## src/rtl/serial_pkg.sv

```systemverilog
// serial_pkg -- shared definitions for the serial link blocks.
//   serial_state_t : frame controller states, used by both the piso
//                    transmitter and sipo-side controllers.
//   cnt_width()    : bit-counter width for a given word width.
package serial_pkg;

  typedef enum logic {
    IDLE  = 1'b0,
    SHIFT = 1'b1
  } serial_state_t;

  // Bit counter must index 0..w-1; keep at least one bit for degenerate widths.
  function automatic int cnt_width(input int w);
    return (w > 1) ? $clog2(w) : 1;
  endfunction

endpackage

```

## src/rtl/piso_tx.sv

```systemverilog
// piso_tx -- parallel-in serial-out transmitter, LSB first.
//   clk, reset  : clock, async active-high reset
//   enable      : bit strobe; the line advances only on edges with enable=1
//   load_valid  : load_data offered
//   load_data   : word to serialize
//   load_ready  : word is taken on this edge if load_valid=1
//   data_out    : serial bit (IDLE_LEVEL outside a frame)
//   bit_valid   : data_out carries a frame bit
//   busy        : frame in progress or a word is held
//   frame_done  : one-cycle pulse after the last bit of a word is consumed
// A one-entry hold buffer lets the next word queue up during a frame so
// consecutive words stream with no idle bit between them.
module piso_tx
  import serial_pkg::*;
#(
  parameter int   DATA_WIDTH = 8,
  parameter logic IDLE_LEVEL = 1'b0
) (
  input  logic                  clk,
  input  logic                  reset,
  input  logic                  enable,
  input  logic                  load_valid,
  input  logic [DATA_WIDTH-1:0] load_data,
  output logic                  load_ready,
  output logic                  data_out,
  output logic                  bit_valid,
  output logic                  busy,
  output logic                  frame_done
);

  localparam int CNT_W = cnt_width(DATA_WIDTH);
  localparam logic [CNT_W-1:0] LAST = CNT_W'(DATA_WIDTH - 1);

  serial_state_t         state;
  logic [DATA_WIDTH-1:0] shreg;
  logic [DATA_WIDTH-1:0] hold;
  logic                  hold_full;
  logic [CNT_W-1:0]      cnt;
  logic                  accept;

  assign load_ready = !hold_full;
  assign accept     = load_valid && load_ready;
  assign bit_valid  = (state == SHIFT);
  assign data_out   = (state == SHIFT) ? shreg[0] : IDLE_LEVEL;
  assign busy       = (state == SHIFT) || hold_full;

  always_ff @(posedge clk or posedge reset) begin
    if (reset) begin
      state      <= IDLE;
      shreg      <= '0;
      hold       <= '0;
      hold_full  <= 1'b0;
      cnt        <= '0;
      frame_done <= 1'b0;
    end else begin
      frame_done <= 1'b0;
      case (state)
        IDLE: begin
          // hold is always empty here: SHIFT only exits with hold drained.
          if (accept) begin
            shreg <= load_data;
            cnt   <= '0;
            state <= SHIFT;
          end
        end
        SHIFT: begin
          if (enable && (cnt == LAST)) begin
            frame_done <= 1'b1;
            if (hold_full) begin
              // accept cannot fire here since load_ready=0
              shreg     <= hold;
              hold_full <= 1'b0;
              cnt       <= '0;
            end else if (accept) begin
              // word offered on the last-bit edge bypasses hold
              shreg <= load_data;
              cnt   <= '0;
            end else begin
              state <= IDLE;
            end
          end else begin
            if (enable) begin
              shreg <= shreg >> 1;
              cnt   <= cnt + CNT_W'(1);
            end
            // accepts continue while the line is frozen
            if (accept) begin
              hold      <= load_data;
              hold_full <= 1'b1;
            end
          end
        end
        default: state <= IDLE;
      endcase
    end
  end

endmodule

```

## config.mk

```make
export PLATFORM = sky130hd
export DESIGN_NAME = piso_tx
export DESIGN_NICKNAME = d
export VERILOG_FILES = /design/src/rtl/serial_pkg.sv /design/src/rtl/piso_tx.sv
export SDC_FILE = /design/constraint.sdc
export NUM_CORES = 1
export LEC_CHECK = 0
export CAP_MARGIN = 15
export CORE_MARGIN = 2
export CORE_UTILIZATION = 45
export DETAILED_ROUTE_END_ITERATION = 12
export PLACE_DENSITY = 0.67
export SLEW_MARGIN = 5
export SYNTH_ARGS = -nofsm -noshare
export SYNTH_HDL_FRONTEND = slang
export SYNTH_SLANG_ARGS = --single-unit
```

## constraint.sdc

```tcl
create_clock -name clk -period 2.2 [get_ports clk]
set_input_delay 0.44 -clock clk [delete_from_list [all_inputs] [get_ports clk]]
set_output_delay 0.44 -clock clk [all_outputs]
set_load 0.01 [all_outputs]
```

==> flow_metrics.env <==
export IMPL_critical_path_top_delay_family="buffers and inverters"
export IMPL_path_depth=2
export IMPL_fin_ws_ns=0.2662
export IMPL_cp_buffers_inverters=2
export IMPL_rsz0062_at_grt="false"
export IMPL_tns_ns=0
export IMPL_ios=17
export IMPL_insertion_delay_ns=0.31
export IMPL_hold_slack_ns=0.4436
export IMPL_rr_worst_depth=5
export IMPL_grt_max_degree=29
export IMPL_initialDrtViolationCount=34
export IMPL_clk_pin_slew_ns=0.14
export IMPL_drtPass1Iterations=4
export IMPL_htreeDepth=1
export IMPL_place_ws_ns=0.02343
export IMPL_setup_viol=0
export IMPL_die_h_microns=59.33
export IMPL_post_route_drc_count=0
export IMPL_fin_crit_sh_pct=87.90
export IMPL_area_growth_pct=18.62
export IMPL_diodes=0
export IMPL_synth_seq_area_share_pct=39.96
export IMPL_synth_cell_types=31
export IMPL_top_layer="met4"
export IMPL_wire_per_inst_microns=15.91
export IMPL_status="complete, no violations"
export IMPL_die_x_microns=59.33
export IMPL_mostFrequentLayoutCell="dfrtp_1"
export IMPL_synthArstFlopShare_pct=100.0
export IMPL_fin_nets=171
export IMPL_io_buffer_count=16
export IMPL_gp_congestion=0.7842
export IMPL_hold_violations=0
export IMPL_postCtsSetupRepairBufs=0
export IMPL_cts_sinks=22
export IMPL_postSynthNetCount=153
export IMPL_grt_pass1_vias=1081
export IMPL_cts_hold_buf=0
export IMPL_relSlewSlack_pct=68.86
export IMPL_postSynthCellCount=139
export IMPL_crit_chain="buf_4 -> clkdlybuf4s50_1"
export IMPL_post_dp_cell_area_sq_mm=0.001598
export IMPL_drv_cap=0
export IMPL_ant_nets=0
export IMPL_cp_end_kind="output port"
export IMPL_cts_repair_resized=0
export IMPL_p_per_area_mw_per_mm2=1002
export IMPL_drv_slew=0
export IMPL_syn_area_sq_mm=0.001378
export IMPL_dpl_hpwl_mm=2.072
export IMPL_synth_top_area_share_pct=39.96
export IMPL_initial_core_util_pct=46.26
export IMPL_totalWireLength_mm=3.007
export IMPL_yosysWarnings=0
export IMPL_syn_area_per_cell_sq_um=9.911
export IMPL_cp_arrival_ns=1.49
export IMPL_clockRootBuffer="clkbuf_4"
export IMPL_cts_buffer_depth=2
export IMPL_final_area_sq_mm=0.001634
export IMPL_tightestPinTransition_ns=0.4665
export IMPL_core_area_sq_mm=0.002978
export IMPL_yosys_most_used_dff="dfrtp_1"
export IMPL_grt_overflow_total=0
export IMPL_cpMaxStageDelayCell="clkdlybuf4s50_1"
export IMPL_synth_seq_cells=22
export IMPL_cts_tree="done"
export IMPL_synth_edf_count=0
export IMPL_ir_drop_mv=0.6132
export IMPL_cpPeakStageDelay_ns=0.57
export IMPL_yosysTopAreaCell="dfrtp_1"
export IMPL_clock_skew_ns=0.009380
export IMPL_antenna_found_initial=0
export IMPL_synthTopCellsByArea="dfrtp_1, mux2_2, o211ai_1"
export IMPL_critPathMaxFanout=18
export IMPL_max_freq_mhz=517.1
export IMPL_die_area_sq_mm=0.003520
export IMPL_viasPerCell=5.942
export IMPL_via_count=1123
export IMPL_rows=20
export IMPL_start_kind="flop"
export IMPL_grt_use_total_pct=19.19
export IMPL_required_ns=1.76
export IMPL_timing_worst_setup_path_type="flop to output port"
export IMPL_fin_util_pct=54.87
export IMPL_hold_class="primary input to async pin"
export IMPL_fin_crit_ns=1.934
export IMPL_dr_wl_met3_microns=104
export IMPL_met1Wirelength_mm=1.429
export IMPL_final_cell_mix="dfrtp_1, clkdlybuf4s50_1, mux2_2, o211ai_1, nand2b_1"
export IMPL_drive_gt1_share_pct=22.44
export IMPL_dr_wl_met2_mm=1.454
export IMPL_p_leak_nw=0.7190
export IMPL_grt_pass1_wl_mm=5.057
export IMPL_cts_buffers_inserted=3
-- synthesized netlist by cell type, drive strengths merged (2+ instances only) --
master,number
inv,4
nand2b,11
mux2,15
ha,2
a31oi,7
clkbuf,3
nand2,6
nor2b,10
a32o,2
o211ai,14
dfrtp,22
buf,8
or3b,7
o21ai,8
nor2,7
-- logic make-up after synthesis --
group	synth area share, %
buffers and inverters	5.267
AO/OA/AOI/OAI	19.16
adder cells (fa/ha/maj)	1.816
multiplexers	12.26
AND/OR/NAND/NOR	21.53
flip-flops	39.96
-- worst min-delay path, stage by stage --
cell,delay (ns)
clkdlybuf4s50_1,0.39
inv_1,0.05
buf_4,0.29
-- power by group --
| group | total (mW) | internal (mW) | switching [mW] |
|---|---|---|---|
| logic | 0.719 | 0.383 | 0.336 |
| clock network | 0.231 | 0.101 | 0.130 |
| registers | 0.687 | 0.570 | 0.117 |
-- sequential cells by signal, summed over array words and instances, names as in the netlist --
name and flops:
frame_done 1, cnt 3, hold 8, shreg 8, hold_full 1, bit_valid 1
-- path summary, 6_finish.rpt --
kind | start | endpoint | slack, ns
max in group asynchronous | reset | shreg[3] | 1.52
min in group clk | cnt[1] | cnt[1] | 0.51
setup / recovery | bit_valid | bit_valid | 0.27
hold reg to reg | cnt[1] | cnt[1] | 0.51
setup reg to reg | cnt[0] | hold[5] | 0.30
hold / removal | reset | bit_valid | 0.44
-- per-layer routing --
metal	GRT usage, %	vias up
li1	-	542
met1	27.52	557
met2	29.83	22
met3	2.402	2
met4	6.494	0
met5	0	-
-- final cells by class --
cell class,count,area [sq um]
sequential,22,550.5
fill,277,1344
inverter,5,18.77
timing repair buffer,24,232.7
multi-input combinational,101,754.5
tap,33,41.29
clock buffer,4,36.28
-- stage by stage --
stage                     power [mW]  std cells
after floorplan                1.184        139
after global placement         1.389        185
after detailed placement       1.416        185
after CTS                      1.647        189
after global routing           1.773        189
final                          1.637        189
(Power assumes the default switching activity.)
